--- config.mk ---
export PLATFORM = sky130hd
export DESIGN_NAME = uart_transmitter_flat
export DESIGN_NICKNAME = d
export VERILOG_FILES = /design/src/rtl/uart_pkg.sv /design/src/rtl/uart_transmitter_if.sv /design/src/rtl/uart_bit_timer.sv /design/src/rtl/uart_transmitter.sv /design/src/flat_wrapper.sv
export SDC_FILE = /design/constraint.sdc
export NUM_CORES = 1
export LEC_CHECK = 0
export ABC_AREA = 1
export CORE_ASPECT_RATIO = 0.7
export CORE_MARGIN = 1
export CORE_UTILIZATION = 40
export CTS_CLUSTER_DIAMETER = 40
export CTS_CLUSTER_SIZE = 20
export DETAILED_ROUTE_END_ITERATION = 8
export HOLD_SLACK_MARGIN = 0.15
export MAX_ROUTING_LAYER = met4
export SLEW_MARGIN = 0
export SYNTH_ARGS = -nofsm -noshare
export SYNTH_HDL_FRONTEND = slang
export SYNTH_SLANG_ARGS = --single-unit
--- constraint.sdc ---
create_clock -name bclk_x8 -period 2.6 [get_ports bclk_x8]
set_clock_uncertainty 0.15 [all_clocks]
set_input_delay 0.52 -clock bclk_x8 [delete_from_list [all_inputs] [get_ports bclk_x8]]
set_output_delay 0.52 -clock bclk_x8 [all_outputs]
set_load 0.01 [all_outputs]
--- src/rtl/uart_pkg.sv ---
// Shared UART definitions used by the transmitter and the receiver stage.
// UART_TX_PARITY_EN adds the parity bit to the frame-length constant.
package uart_pkg;

  typedef enum logic [2:0] {
    IDLE   = 3'd0,
    START  = 3'd1,
    DATA   = 3'd2,
    PARITY = 3'd3,
    STOP   = 3'd4
  } uart_state_e;

  localparam int UART_OVERSAMPLE = 8;
  localparam int UART_DATA_SIZE  = 8;

`ifdef UART_TX_PARITY_EN
  localparam int UART_PARITY_BITS = 1;
`else
  localparam int UART_PARITY_BITS = 0;
`endif

  localparam int UART_FRAME_BITS = 1 + UART_DATA_SIZE + UART_PARITY_BITS + 1;

  function automatic int uart_cnt_width(input int n);
    return (n > 1) ? $clog2(n) : 1;
  endfunction

endpackage

--- src/rtl/uart_transmitter_if.sv ---
// Producer-side valid/ready handshake for the UART transmitter.
interface uart_transmitter_if #(
  parameter int DATA_SIZE = 8
) ();

  logic                 tx_valid;
  logic [DATA_SIZE-1:0] tx_data;
  logic                 tx_ready;

  modport master (
    output tx_valid,
    output tx_data,
    input  tx_ready
  );

  modport slave (
    input  tx_valid,
    input  tx_data,
    output tx_ready
  );

endinterface

--- src/rtl/uart_bit_timer.sv ---
// Oversample counter that marks the last clock cycle of every bit period.
module uart_bit_timer
  import uart_pkg::*;
#(
  parameter int OVERSAMPLE = UART_OVERSAMPLE
) (
  input  logic bclk_x8,
  input  logic rst,
  input  logic i_clear,
  output logic o_bit_end
);

  localparam int            CW   = uart_cnt_width(OVERSAMPLE);
  localparam logic [CW-1:0] LAST = CW'(OVERSAMPLE - 1);
  localparam logic [CW-1:0] ONE  = CW'(1);

  logic [CW-1:0] r_sample_counter;

  always_ff @(posedge bclk_x8) begin
    if (!rst) begin
      r_sample_counter <= '0;
    end else if (i_clear || (r_sample_counter == LAST)) begin
      r_sample_counter <= '0;
    end else begin
      r_sample_counter <= r_sample_counter + ONE;
    end
  end

  assign o_bit_end = (r_sample_counter == LAST) && !i_clear;

endmodule

--- src/rtl/uart_transmitter.sv ---
// 8N1 UART transmitter: valid/ready word in, OVERSAMPLE-cycle bits out.
// Defining UART_TX_PARITY_EN inserts an even-parity bit after the data bits.
module uart_transmitter
  import uart_pkg::*;
#(
  parameter int DATA_SIZE  = UART_DATA_SIZE,
  parameter int OVERSAMPLE = UART_OVERSAMPLE,
  parameter int STOP_BITS  = 1
) (
  input  logic              bclk_x8,
  input  logic              rst,
  uart_transmitter_if.slave tx_if,
  output logic              tx_serial,
  output logic              tx_status,
  output logic              tx_done
);

  localparam int            BW        = uart_cnt_width(DATA_SIZE);
  localparam logic [BW-1:0] LAST_BIT  = BW'(DATA_SIZE - 1);
  localparam logic [BW-1:0] BIT_ONE   = BW'(1);
  localparam logic          LAST_STOP = (STOP_BITS > 1) ? 1'b1 : 1'b0;

  uart_state_e          r_state, w_next_state;
  logic [DATA_SIZE-1:0] r_shift, w_next_shift;
  logic [BW-1:0]        r_bit_counter, w_next_bit_counter;
  logic                 r_stop_counter, w_next_stop_counter;
  logic                 r_serial, w_next_serial;
  logic                 r_done, w_next_done;
  logic                 r_status;
  logic                 w_bit_end;
  logic                 w_accept;
  logic                 w_timer_clear;
`ifdef UART_TX_PARITY_EN
  logic                 r_parity, w_next_parity;
`endif

  assign tx_if.tx_ready = (r_state == IDLE) && rst;
  assign w_accept       = tx_if.tx_valid && tx_if.tx_ready;
  assign w_timer_clear  = (r_state == IDLE);

  uart_bit_timer #(
    .OVERSAMPLE(OVERSAMPLE)
  ) u_bit_timer (
    .bclk_x8  (bclk_x8),
    .rst      (rst),
    .i_clear  (w_timer_clear),
    .o_bit_end(w_bit_end)
  );

  // The line level is computed for the state being entered so tx_serial can be a flop.
  always_comb begin
    w_next_state        = r_state;
    w_next_shift        = r_shift;
    w_next_bit_counter  = r_bit_counter;
    w_next_stop_counter = r_stop_counter;
    w_next_serial       = 1'b1;
    w_next_done         = 1'b0;
`ifdef UART_TX_PARITY_EN
    w_next_parity       = r_parity;
`endif
    case (r_state)
      IDLE: begin
        if (w_accept) begin
          w_next_state        = START;
          w_next_shift        = tx_if.tx_data;
          w_next_bit_counter  = '0;
          w_next_stop_counter = 1'b0;
          w_next_serial       = 1'b0;
`ifdef UART_TX_PARITY_EN
          w_next_parity       = ^tx_if.tx_data;
`endif
        end else begin
          w_next_serial = 1'b1;
        end
      end
      START: begin
        if (w_bit_end) begin
          w_next_state  = DATA;
          w_next_serial = r_shift[0];
        end else begin
          w_next_serial = 1'b0;
        end
      end
      DATA: begin
        if (w_bit_end) begin
          if (r_bit_counter == LAST_BIT) begin
`ifdef UART_TX_PARITY_EN
            w_next_state  = PARITY;
            w_next_serial = r_parity;
`else
            w_next_state  = STOP;
            w_next_serial = 1'b1;
`endif
          end else begin
            w_next_shift       = {1'b0, r_shift[DATA_SIZE-1:1]};
            w_next_bit_counter = r_bit_counter + BIT_ONE;
            w_next_serial      = r_shift[1];
          end
        end else begin
          w_next_serial = r_shift[0];
        end
      end
`ifdef UART_TX_PARITY_EN
      PARITY: begin
        if (w_bit_end) begin
          w_next_state  = STOP;
          w_next_serial = 1'b1;
        end else begin
          w_next_serial = r_parity;
        end
      end
`endif
      STOP: begin
        if (w_bit_end) begin
          if (r_stop_counter == LAST_STOP) begin
            w_next_state = IDLE;
            w_next_done  = 1'b1;
          end else begin
            w_next_stop_counter = 1'b1;
          end
        end else begin
          w_next_stop_counter = r_stop_counter;
        end
        w_next_serial = 1'b1;
      end
      default: begin
        w_next_state  = IDLE;
        w_next_serial = 1'b1;
      end
    endcase
  end

  // Reset abandons any frame in flight and parks the line high without a done pulse.
  always_ff @(posedge bclk_x8) begin
    if (!rst) begin
      r_state        <= IDLE;
      r_shift        <= '0;
      r_bit_counter  <= '0;
      r_stop_counter <= 1'b0;
      r_serial       <= 1'b1;
      r_status       <= 1'b0;
      r_done         <= 1'b0;
`ifdef UART_TX_PARITY_EN
      r_parity       <= 1'b0;
`endif
    end else begin
      r_state        <= w_next_state;
      r_shift        <= w_next_shift;
      r_bit_counter  <= w_next_bit_counter;
      r_stop_counter <= w_next_stop_counter;
      r_serial       <= w_next_serial;
      r_status       <= (w_next_state != IDLE);
      r_done         <= w_next_done;
`ifdef UART_TX_PARITY_EN
      r_parity       <= w_next_parity;
`endif
    end
  end

  assign tx_serial = r_serial;
  assign tx_status = r_status;
  assign tx_done   = r_done;

endmodule
--- src/flat_wrapper.sv ---
// flat-port wrapper written by rule: the top's interface ports become plain ports
module uart_transmitter_flat import uart_pkg::*;
#(
  parameter int DATA_SIZE  = UART_DATA_SIZE,
  parameter int OVERSAMPLE = UART_OVERSAMPLE,
  parameter int STOP_BITS  = 1
)
  (bclk_x8, rst, tx_serial, tx_status, tx_done, tx_if_tx_valid, tx_if_tx_data, tx_if_tx_ready);
  uart_transmitter_if #(.DATA_SIZE(DATA_SIZE)) tx_if_i ();
  input  logic bclk_x8;
  input  logic rst;
  output logic tx_serial;
  output logic tx_status;
  output logic tx_done;
  input wire logic [$bits(tx_if_i.tx_valid)-1:0] tx_if_tx_valid;
  input wire logic [$bits(tx_if_i.tx_data)-1:0] tx_if_tx_data;
  output wire logic [$bits(tx_if_i.tx_ready)-1:0] tx_if_tx_ready;
  assign tx_if_i.tx_valid = tx_if_tx_valid;
  assign tx_if_i.tx_data = tx_if_tx_data;
  assign tx_if_tx_ready = tx_if_i.tx_ready;
  uart_transmitter #(.DATA_SIZE(DATA_SIZE), .OVERSAMPLE(OVERSAMPLE), .STOP_BITS(STOP_BITS)) u_core (.bclk_x8(bclk_x8), .rst(rst), .tx_if(tx_if_i), .tx_serial(tx_serial), .tx_status(tx_status), .tx_done(tx_done));
endmodule
==> results.py <==
metrics = {
    "detailed_routing": {
        "viasPerCell": 4.95,
        "remaining_drc_errors": 0,
        "wl_mm": 2.21,
        "first_pass_iters": 5,
        "ant_nets": 0,
        "first_iter_violations": 56,
        "vias": 950,
        "wl_per_cell_um": 11.5,
    },
    "grt": {
        "grt_max_degree": 20,
        "grt_pass1_wl_mm": 3.67,
        "grt_overflow": 0,
        "antenna_found_initial": 0,
        "grt_pass1_vias": 804,
        "grt_use_total": 0.181,
    },
    "synth": {
        "synth_warnings": 0,
        "yosysTopAreaCell": "dfxtp_1",
        "synth_fp_nets": 162,
        "syn_area_mm2": 0.00103,
        "synth_top_area_share": 0.389,
        "syn_inst": 147,
        "synth_area_leaders": "dfxtp_1 39%, nand2_1 14%, nand3_1 9.7%, a21oi_1 6.8%, inv_1 5.8%",
        "synthArstFlopShare": 0,
        "synth_ff_type": "dfxtp_1",
        "yosys.cell_types.count": 20,
        "synth-seq-area-share": 0.389,
        "synth.avg_cell_area_um2": 7.01,
        "synth-edff-count": 0,
        "ys_ff_latch": 20,
        "synthTopCellsByCount": "39 x nand2_1, 20 x dfxtp_1, 20 x nand3_1",
        "yosysMostFrequentCell": "nand2_1",
    },
    "floorplan": {
        "die_w_um": 62.6,
        "core_area_mm2": 0.00229,
        "die_area_mm2": 0.00278,
        "num_rows": 14,
        "num_io_pins": 15,
        "initial_core_util": 0.449,
        "die_h_um": 44.5,
    },
    "pwr": {
        "intPower_w": 0.000461,
        "swShare": 0.231,
        "p_seq_frac": 0.545,
        "clkPwrFrac": 0.324,
        "combPwrFrac": 0.131,
        "power.switching_w": 0.000138,
        "power_density_mw_per_mm2": 486,
        "p_leak_nw": 0.601,
        "ir_drop_mv": 0.360,
    },
    "layout": {
        "insertedDiodeCount": 0,
        "syn_to_final_growth_pct": 19.7,
        "drive_above_1_share": 0.0688,
        "fin_nets": 177,
        "fill_cells": 239,
    },
    "timing": {
        "whs_ns": 0.275,
        "hold_viol_final": 0,
        "worst_pin_slew_ns": 0.392,
        "fin_crit_ns": 2.35,
        "fmax_mhz": 425,
        "fin_crit_sh": 0.905,
        "setup_tns_ns": 0,
        "slew_viol_final": 0,
        "setup_viol": 0,
        "setup_ws_ns": 0.248,
        "slew_headroom": 0.738,
        "rsz0062_at_grt": "no",
    },
    "setup_path": {
        "required_ns": 1.93,
        "path_cells": "clkdlybuf4s50_1 -> nand3_1 -> inv_1 -> clkdlybuf4s50_1",
        "critical_path_arrival_ns": 1.68,
        "crit_top_cell": "clkdlybuf4s50_1",
        "cp_slowest_cell": "clkdlybuf4s50_1",
        "critPathMaxFanout": 2,
        "slowest_delay_ns": 0.53,
        "critPathKind": "in2out",
        "critPathCaptureType": "primary output",
        "start_kind": "input pin",
    },
    "clocking": {
        "cts_buffers": 3,
        "cts_setup_buffers": 0,
        "worstSkewPairLatency_ns": 0.25,
        "htreeDepth": 1,
        "ctsHoldBuffers": 0,
        "cts_resized": 0,
        "clock-sinks": 20,
        "path_clk_slew_ns": 0.07,
        "cts_tree": "built",
        "root_buffer": "clkbuf_8",
        "clk_path_buf_depth": 2,
    },
    "place": {
        "dp_worst_setup_slack_ns": 0.247,
        "globalplace.congestion": 0.772,
        "dp_hpwl_mm": 1.57,
        "portBuffers": 14,
    },
    "status": {
        "status": "complete, no violations",
    },
    "flow_run": {
        "max-cap-violations": 0,
    },
    "hold_path": {
        "hold_class": "reg2reg",
    },
}
-- power groups by stage --
stage | clock (W) | combinational [W] | sequential (W)
final | 0.000194 | 0.0000786 | 0.000326
after CTS | 0.000203 | 0.0000790 | 0.000326
after global routing | 0.000219 | 0.0000872 | 0.000328
after global placement | 0 | 0.0000769 | 0.000333
after floorplan | 0 | 0.0000475 | 0.000332
after detailed placement | 0 | 0.0000787 | 0.000333
-- cell usage in the layout (no fill, tap or decap), types with 3 or more instances in the layout --
cell type,Yosys,layout
nand4_1,3,3
nor2_1,12,12
inv_1,16,16
dfxtp_1,20,20
ha_1,4,4
buf_4,1,3
nand3_1,20,20
a21oi_1,14,14
clkbuf_8,0,3
nand2_1,39,39
nand3b_1,5,5
clkdlybuf4s50_1,0,14
-- path summary, 6_finish.rpt --
kind | start | to | slack [ns] | cells after the start
setup / recovery | rst | tx_if_tx_ready | 0.25 | 4
hold / removal | u_core.u_bit_timer.r_sample_counter[0] | u_core.u_bit_timer.r_sample_counter[0] | 0.27 | 1
setup reg to reg | u_core.u_bit_timer.r_sample_counter[0] | u_core.r_shift[5] | 0.58 | 6
hold reg to reg | u_core.u_bit_timer.r_sample_counter[0] | u_core.u_bit_timer.r_sample_counter[0] | 0.27 | 1
-- worst max-delay path, delay by kind of cell --
family | cells | cell delay [ns]
buffers and inverters | 3 | 1.08
and+or+nand+nor | 1 | 0.07
-- per-layer routing --
layer  global-route usage  wire length [um]
met4               0.0419                 8
met2                0.278               975
met5                    -                 0
met3               0.0619                86
met1                0.229              1140
-- state kept, by name, summed over array words and instances (netlist names) --
name / cells
u_core.tx_status: 1
u_core.tx_serial: 1
u_core.u_bit_timer.r_sample_counter: 3
u_core.r_bit_counter: 3
u_core.r_state: 3
u_core.tx_done: 1
u_core.r_shift: 8
-- stage by stage --
stage | instances | util | total power [W] | instance area [um^2]
6_report | 192 | 0.537 | 0.000599 | 1230
2_1_floorplan | 147 | - | 0.000380 | 1030
3_3_place_gp | 189 | 0.519 | 0.000410 | 1190
4_1_cts | 192 | 0.537 | 0.000608 | 1230
5_1_grt | 192 | 0.537 | 0.000634 | 1230
3_5_place_dp | 189 | 0.519 | 0.000411 | 1190
-- final cells by class --
type | count | area, um^2 | area share
sequential | 20 | 400 | 0.325
tap | 32 | 40.0 | 0.0325
multi-input combinational | 103 | 524 | 0.425
clock buffer | 3 | 41.3 | 0.0335
inverter | 17 | 63.8 | 0.0518
timing repair buffer | 17 | 163 | 0.132
-- kinds of logic (layout without fill, tap and decap cells) --
kind of cell,after synthesis,after routing,synth area share
AO/OA/AOI/OAI,15,15,0.0729
adder cells (fa/ha/maj),4,4,0.0486
flip-flops,20,20,0.389
buffers and inverters,24,37,0.102
AND/OR/NAND/NOR,84,84,0.388
Power figures use the tool's default switching activity.
